### src/rtl/shared_mem_arbiter.sv
// rtl/shared_mem_arbiter.sv - round-robin arbiter sharing one memory port among NUM_CORES cores
//
// Ports:
//   clk, resetn                    clock, synchronous active-low reset
//   core_req/core_we               per-core request valid and op (1 = write)
//   core_addr/core_wdata           per-core address / write data, core i at [i*W +: W]
//   core_lock                      per-core lock, present only when ARB_LOCK_EN is defined
//   core_stall                     per-core stall, high while a request is pending
//   core_rvalid                    one-cycle completion pulse per core
//   core_rdata                     shared read data, valid with any core_rvalid bit
//   grant_id                       index of the core currently or last granted
//   mem_en/mem_we/mem_addr/mem_wdata  memory request, held until mem_ack
//   mem_ack/mem_rdata              memory completion and read data
//
// Optional feature macro: ARB_LOCK_EN (lock-based regrant for atomic sequences).
module shared_mem_arbiter #(
    parameter int NUM_CORES = 2,
    parameter int ADDR_W    = 9,
    parameter int DATA_W    = 32
) (
    input  logic                        clk,
    input  logic                        resetn,
    input  logic [NUM_CORES-1:0]        core_req,
    input  logic [NUM_CORES-1:0]        core_we,
    input  logic [NUM_CORES*ADDR_W-1:0] core_addr,
    input  logic [NUM_CORES*DATA_W-1:0] core_wdata,
`ifdef ARB_LOCK_EN
    input  logic [NUM_CORES-1:0]        core_lock,
`endif
    output logic [NUM_CORES-1:0]        core_stall,
    output logic [NUM_CORES-1:0]        core_rvalid,
    output logic [DATA_W-1:0]           core_rdata,
    output logic [2:0]                  grant_id,
    output logic                        mem_en,
    output logic                        mem_we,
    output logic [ADDR_W-1:0]           mem_addr,
    output logic [DATA_W-1:0]           mem_wdata,
    input  logic                        mem_ack,
    input  logic [DATA_W-1:0]           mem_rdata
);

    typedef enum logic [1:0] {
        S_IDLE   = 2'd0,
        S_ACCESS = 2'd1,
        S_RESP   = 2'd2
    } state_t;

    state_t                r_state;
    logic [2:0]            r_last;
    logic [2:0]            r_grant;
    logic                  r_mem_en;
    logic                  r_mem_we;
    logic [ADDR_W-1:0]     r_mem_addr;
    logic [DATA_W-1:0]     r_mem_wdata;
    logic [NUM_CORES-1:0]  r_rvalid;
    logic [DATA_W-1:0]     r_rdata;
`ifdef ARB_LOCK_EN
    logic                  r_lock_hold;
    logic                  w_gnt_lock;
    logic                  w_gnt_req;
`endif

    logic                  w_any;
    logic [2:0]            w_sel;
    logic                  w_sel_we;
    logic [ADDR_W-1:0]     w_sel_addr;
    logic [DATA_W-1:0]     w_sel_wdata;
    logic [NUM_CORES-1:0]  w_gnt_onehot;

    // Round-robin pick: first requester above r_last, else first at or below it.
    // Loops index by constant loop variables so no narrow-index arithmetic is needed.
    always_comb begin
        w_any        = 1'b0;
        w_sel        = r_last;
        w_sel_we     = 1'b0;
        w_sel_addr   = '0;
        w_sel_wdata  = '0;
        w_gnt_onehot = '0;
`ifdef ARB_LOCK_EN
        w_gnt_lock   = 1'b0;
        w_gnt_req    = 1'b0;
`endif
        for (int i = 0; i < NUM_CORES; i++) begin
            if (!w_any && core_req[i] && (i > int'(r_last))) begin
                w_any = 1'b1;
                w_sel = 3'(i);
            end
        end
        for (int i = 0; i < NUM_CORES; i++) begin
            if (!w_any && core_req[i] && (i <= int'(r_last))) begin
                w_any = 1'b1;
                w_sel = 3'(i);
            end
        end
        for (int i = 0; i < NUM_CORES; i++) begin
            if (3'(i) == r_grant) begin
                w_gnt_onehot[i] = 1'b1;
`ifdef ARB_LOCK_EN
                w_gnt_lock      = core_lock[i];
                w_gnt_req       = core_req[i];
`endif
            end
        end
`ifdef ARB_LOCK_EN
        // A lock captured in RESP regrants the same core if it is still requesting.
        if (r_lock_hold && w_gnt_req) begin
            w_any = 1'b1;
            w_sel = r_grant;
        end
`endif
        for (int i = 0; i < NUM_CORES; i++) begin
            if (3'(i) == w_sel) begin
                w_sel_we    = core_we[i];
                w_sel_addr  = core_addr[i*ADDR_W +: ADDR_W];
                w_sel_wdata = core_wdata[i*DATA_W +: DATA_W];
            end
        end
    end

    always_ff @(posedge clk) begin
        if (!resetn) begin
            r_state     <= S_IDLE;
            r_last      <= 3'(NUM_CORES - 1);
            r_grant     <= 3'd0;
            r_mem_en    <= 1'b0;
            r_mem_we    <= 1'b0;
            r_mem_addr  <= '0;
            r_mem_wdata <= '0;
            r_rvalid    <= '0;
            r_rdata     <= '0;
`ifdef ARB_LOCK_EN
            r_lock_hold <= 1'b0;
`endif
        end else begin
            case (r_state)
                S_IDLE: begin
                    r_rvalid <= '0;
`ifdef ARB_LOCK_EN
                    // The hold is good for this one IDLE cycle only.
                    r_lock_hold <= 1'b0;
`endif
                    if (w_any) begin
                        r_mem_en    <= 1'b1;
                        r_mem_we    <= w_sel_we;
                        r_mem_addr  <= w_sel_addr;
                        r_mem_wdata <= w_sel_wdata;
                        r_grant     <= w_sel;
                        r_last      <= w_sel;
                        r_state     <= S_ACCESS;
                    end
                end
                S_ACCESS: begin
                    if (mem_ack) begin
                        if (!r_mem_we) begin
                            r_rdata <= mem_rdata;
                        end
                        r_rvalid <= w_gnt_onehot;
                        r_mem_en <= 1'b0;
                        r_state  <= S_RESP;
                    end
                end
                S_RESP: begin
                    r_rvalid <= '0;
`ifdef ARB_LOCK_EN
                    r_lock_hold <= w_gnt_lock;
`endif
                    r_state  <= S_IDLE;
                end
                default: begin
                    r_mem_en <= 1'b0;
                    r_rvalid <= '0;
                    r_state  <= S_IDLE;
                end
            endcase
        end
    end

    assign core_stall  = core_req & ~r_rvalid;
    assign core_rvalid = r_rvalid;
    assign core_rdata  = r_rdata;
    assign grant_id    = r_grant;
    assign mem_en      = r_mem_en;
    assign mem_we      = r_mem_we;
    assign mem_addr    = r_mem_addr;
    assign mem_wdata   = r_mem_wdata;

endmodule

### config.mk
export PLATFORM = sky130hd
export DESIGN_NAME = shared_mem_arbiter
export DESIGN_NICKNAME = d
export VERILOG_FILES = /design/src/rtl/shared_mem_arbiter.sv
export SDC_FILE = /design/constraint.sdc
export NUM_CORES = 1
export LEC_CHECK = 0
export BUFFER_PORTS_ARGS = -buffer_cell sky130_fd_sc_hd__buf_2
export CORE_UTILIZATION = 52
export CTS_CLUSTER_SIZE = 14
export DETAILED_ROUTE_END_ITERATION = 16
export GPL_TIMING_DRIVEN = 0
export PLACE_DENSITY = 0.88
export SETUP_SLACK_MARGIN = 0.2
export SYNTH_ARGS = -nofsm -noshare
export SYNTH_HDL_FRONTEND = slang
export SYNTH_SLANG_ARGS = --single-unit
### constraint.sdc
create_clock -name clk -period 4.75 [get_ports clk]
set_clock_uncertainty 0.2 [all_clocks]
set_input_delay 0 -clock clk [delete_from_list [all_inputs] [get_ports clk]]
set_output_delay 0 -clock clk [all_outputs]
set_load 0.02 [all_outputs]
==> run_results.csv <==
group,metric,value,unit
worst_setup_path,crit_path_end_kind,"flip-flop",
synth,ys_warn_count,0,
final_layout,multi_input_area,2700,sq um
worst_setup_path,crit_required,4.78,ns
synth,synth_fa_ha_area_frac,0,
floorplanning,die_area,9450,sq um
route,wl,17.3,mm
timing,min_period,2.80,ns
place,dp_hpwl,10.3,mm
synth,synth_top_family_by_area,"compound AO/OA/AOI/OAI gates",
synth,synthCells,486,
synth,postSynthAreaPerCell,9.70,sq um
global_route,grt_overflow,0,
job,maxCapViolCount,0,
floorplanning,coreArea,8760,sq um
synth,synth_seq_cells,83,
floorplanning,num_rows,34,
worst_setup_path,r2r_start,"r_last[2]",
worst_hold_path,hold_path_class,"primary input to flip-flop",
route,viasPerCell,5.87,
clock_network,cts_buffer_depth,2,
timing,hold_viol,0,
synth,yosys.area_share.simple,0.145,
final_layout,n_antenna_cell,0,
run_status,status,"finished clean",
power,clkPwrFrac,0.238,
synth,netlist_area,4710,sq um
power,seqPwrFrac,0.404,
place,placement.io_buffers,200,
synth,yosysSeqAreaShare,0.352,
clock_network,clkTransAtPathRegs,0.09,ns
route,via_count,5468,
power,sw_frac_of_total,0.354,
timing,whs,0.251,ns
global_route,grt_pass1_vias,5786,
worst_setup_path,crit_path_top_delay_cell,"dlygate4sd3_1",
synth,syn_nets,607,
clock_network,numCtsBuffers,9,
synth,synthXorXnorAreaFrac,0,
power,p_leak,3.12,nW
clock_network,clk_latency,0.35,ns
place,pre_cts_ws,2.69,ns
power,powerDensity,271,nW/um^2
worst_setup_path,max_stage_delay,0.59,ns
floorplanning,io-pin-count,203,
final_layout,fill_cells,492,
timing,setup_viol,0,
synth,synth_compound_area_frac,0.425,
final_layout,final_core_util,0.826,
route,drc,0,
route,dr.first_iter.drc_count,215,
power,p_sw,0.696,mW
worst_hold_path,min_from,"mem_rdata[28]",
clock_network,post-cts-setup-buffer-count,0,
timing,maxSlewViolCount,0,
final_layout,final_layout_size_suffix_gt1_frac,0.443,
power,ir_worst_vdd,171,uV
timing,fin_crit_sh,0.590,
clock_network,root_buffer,"clkbuf_8",
floorplanning,start_util,0.538,
route,dr.pass1.iters,5,
worst_setup_path,cp_common_cell,"dlygate4sd3_1",
floorplanning,die_h,97.2,microns
global_route,grt_pass1_wl,27.9,mm
synth,ys_types,36,
power,comb_power_share,0.358,
place,gp_congestion,0.821,
power,p_int,1.27,mW
route,wl_per_cell,18.6,microns
worst_setup_path,startpoint,"r_last[2]",
clock_network,cts_tree,"built",
timing,finalSetupTns,0,ns
global_route,grt_max_degree,16,
floorplanning,chipWidth,97.2,microns
clock_network,cts.sinks,83,
timing,rsz0062_at_grt,"false",
synth,synthMuxAreaShare,0.00212,
worst_setup_path,path_max_fanout,7,
final_layout,final_nets,939,
worst_setup_path,crit_path_start_kind,"flip-flop",
worst_setup_path,arrival,2.83,ns
global_route,antenna_found_initial,0,
global_route,grtUsageTotal,0.362,
timing,max_freq,357,MHz
timing,tightest_slew,0.749,ns
timing,fin_ws,1.95,ns
worst_setup_path,path_class,"flip-flop to flip-flop",
route,ant_nets,0,
final_layout,regArea,1660,sq um
final_layout,area_growth,53.5,%
clock_network,cts_max_level,3,
worst_setup_path,crit_chain,"or4b_1 -> buf_2 -> o211ai_1 -> dlygate4sd3_1 -> a211oi_1 -> dlygate4sd3_1",
timing,max-slew-margin-rel,0.501,
-- state kept, by name (all words and copies together) (netlist names) --
| signal | cells |
|---|---|
| core_rdata | 32 |
| mem_wdata | 32 |
| mem_addr | 9 |
| r_last | 3 |
| core_rvalid | 2 |
| r_state | 2 |
| grant_id | 1 |
| mem_en | 1 |
| mem_we | 1 |
-- cells in the final DEF, fill, tap and decap left out, types with 4 or more instances in the layout --
master,instances
nand2b_1,43
nor2_1,5
dlygate4sd3_1,121
clkbuf_1,20
a211oi_2,40
buf_2,216
o211ai_2,40
buf_6,10
buf_1,7
a221oi_1,12
buf_4,4
a221oi_2,30
clkbuf_8,9
nand2_1,67
dfxtp_1,83
a21oi_1,76
-- worst max-delay path: cells and delay by family, from the launching register on --
kind,cells,cell delay (ns)
buf+inv,3,1.36
simple gates,1,0.54
compound gates,2,0.19
flops,1,0.42
-- final cells by class --
class	count	area share
Sequential cell	83	0.230
Clock inverter	7	0.00726
Inverter	2	0.00104
Clock buffer	9	0.0171
Timing Repair Buffer	321	0.306
Buffer	60	0.0479
Multi-Input combinational cell	341	0.373
Tap cell	108	0.0187
-- cells in the mapped netlist --
| master | n | area share |
|---|---|---|
| a21oi_1 | 76 | 0.081 |
| and3_2 | 1 | 0.0016 |
| o22ai_1 | 2 | 0.0027 |
| clkbuf_1 | 20 | 0.016 |
| or2_2 | 2 | 0.0027 |
| and3_1 | 2 | 0.0027 |
| o21ai_0 | 2 | 0.0021 |
| mux2i_1 | 1 | 0.0021 |
| nand3_1 | 1 | 0.0011 |
| dfxtp_1 | 83 | 0.35 |
| nand2_1 | 67 | 0.053 |
| o211a_1 | 1 | 0.0021 |
| nor4bb_1 | 1 | 0.0021 |
| nand2b_1 | 43 | 0.057 |
| buf_1 | 7 | 0.0056 |
| clkbuf_4 | 3 | 0.0048 |
| or4b_1 | 1 | 0.0021 |
| o211ai_2 | 40 | 0.11 |
| nor2b_1 | 3 | 0.0040 |
| o211ai_1 | 2 | 0.0032 |
| a221oi_1 | 12 | 0.022 |
| buf_6 | 10 | 0.024 |
| a221oi_2 | 30 | 0.096 |
| buf_4 | 4 | 0.0064 |
| a211oi_1 | 2 | 0.0032 |
| inv_2 | 1 | 0.00080 |
| buf_2 | 16 | 0.017 |
| nor2_1 | 5 | 0.0040 |
| nor3_4 | 1 | 0.0035 |
| nor3_1 | 2 | 0.0021 |
| nand4bb_1 | 1 | 0.0024 |
| inv_1 | 1 | 0.00080 |
| and2_1 | 1 | 0.0013 |
| a211oi_2 | 40 | 0.11 |
| nor4b_4 | 1 | 0.0050 |
| a31oi_1 | 1 | 0.0013 |
-- what timing repair did --
| action | 4_1_cts | 5_1_grt |
|---|---|---|
| endpoints found under the hold margin | 83 | 0 |
| hold buffers | 121 | 0 |
| resized for setup | 0 | 0 |
-- cells by family (layout without fill, tap and decap cells) --
kind of cell / count (synthesis) / in the layout
AOI/OAI and AO/OA: 208 / 208
and+or+nand+nor: 132 / 132
DFF: 83 / 83
buffers and inverters: 62 / 399
muxes: 1 / 1
-- path summary, 6_finish.rpt --
path,endpoint,depth (start not counted),slack [ns]
min reg2reg,core_rdata[27],2,0.25
min,core_rdata[28],4,0.25
max,mem_wdata[0],6,1.95
max reg2reg,mem_wdata[0],6,1.95
-- per-stage QoR --
step                cell area [sq um]  instances  total power [mW]
finish                           7240        931              1.96
global route                     7240        931              2.04
CTS                              7240        931              1.93
detailed placement               5850        794              1.37
global placement                 5850        794              1.35
floorplan                        4710        486              1.19
-- layer usage --
metal | GRT usage | vias to the layer above | share of wire
met5 | 0 | - | 0
li1 | - | 2478 | -
met3 | 0.0734 | 54 | 0.081
met2 | 0.667 | 322 | 0.51
met1 | 0.400 | 2614 | 0.38
met4 | 0.160 | 0 | 0.030
-- power groups by stage --
stage	Sequential [mW]	Combinational [mW]	Clock, mW
final	0.794	0.703	0.467
after global routing	0.800	0.743	0.501
after CTS	0.789	0.678	0.466
after detailed placement	0.805	0.570	0
after global placement	0.801	0.551	0
after floorplan	0.872	0.315	0
Power figures use the tool's default switching activity.
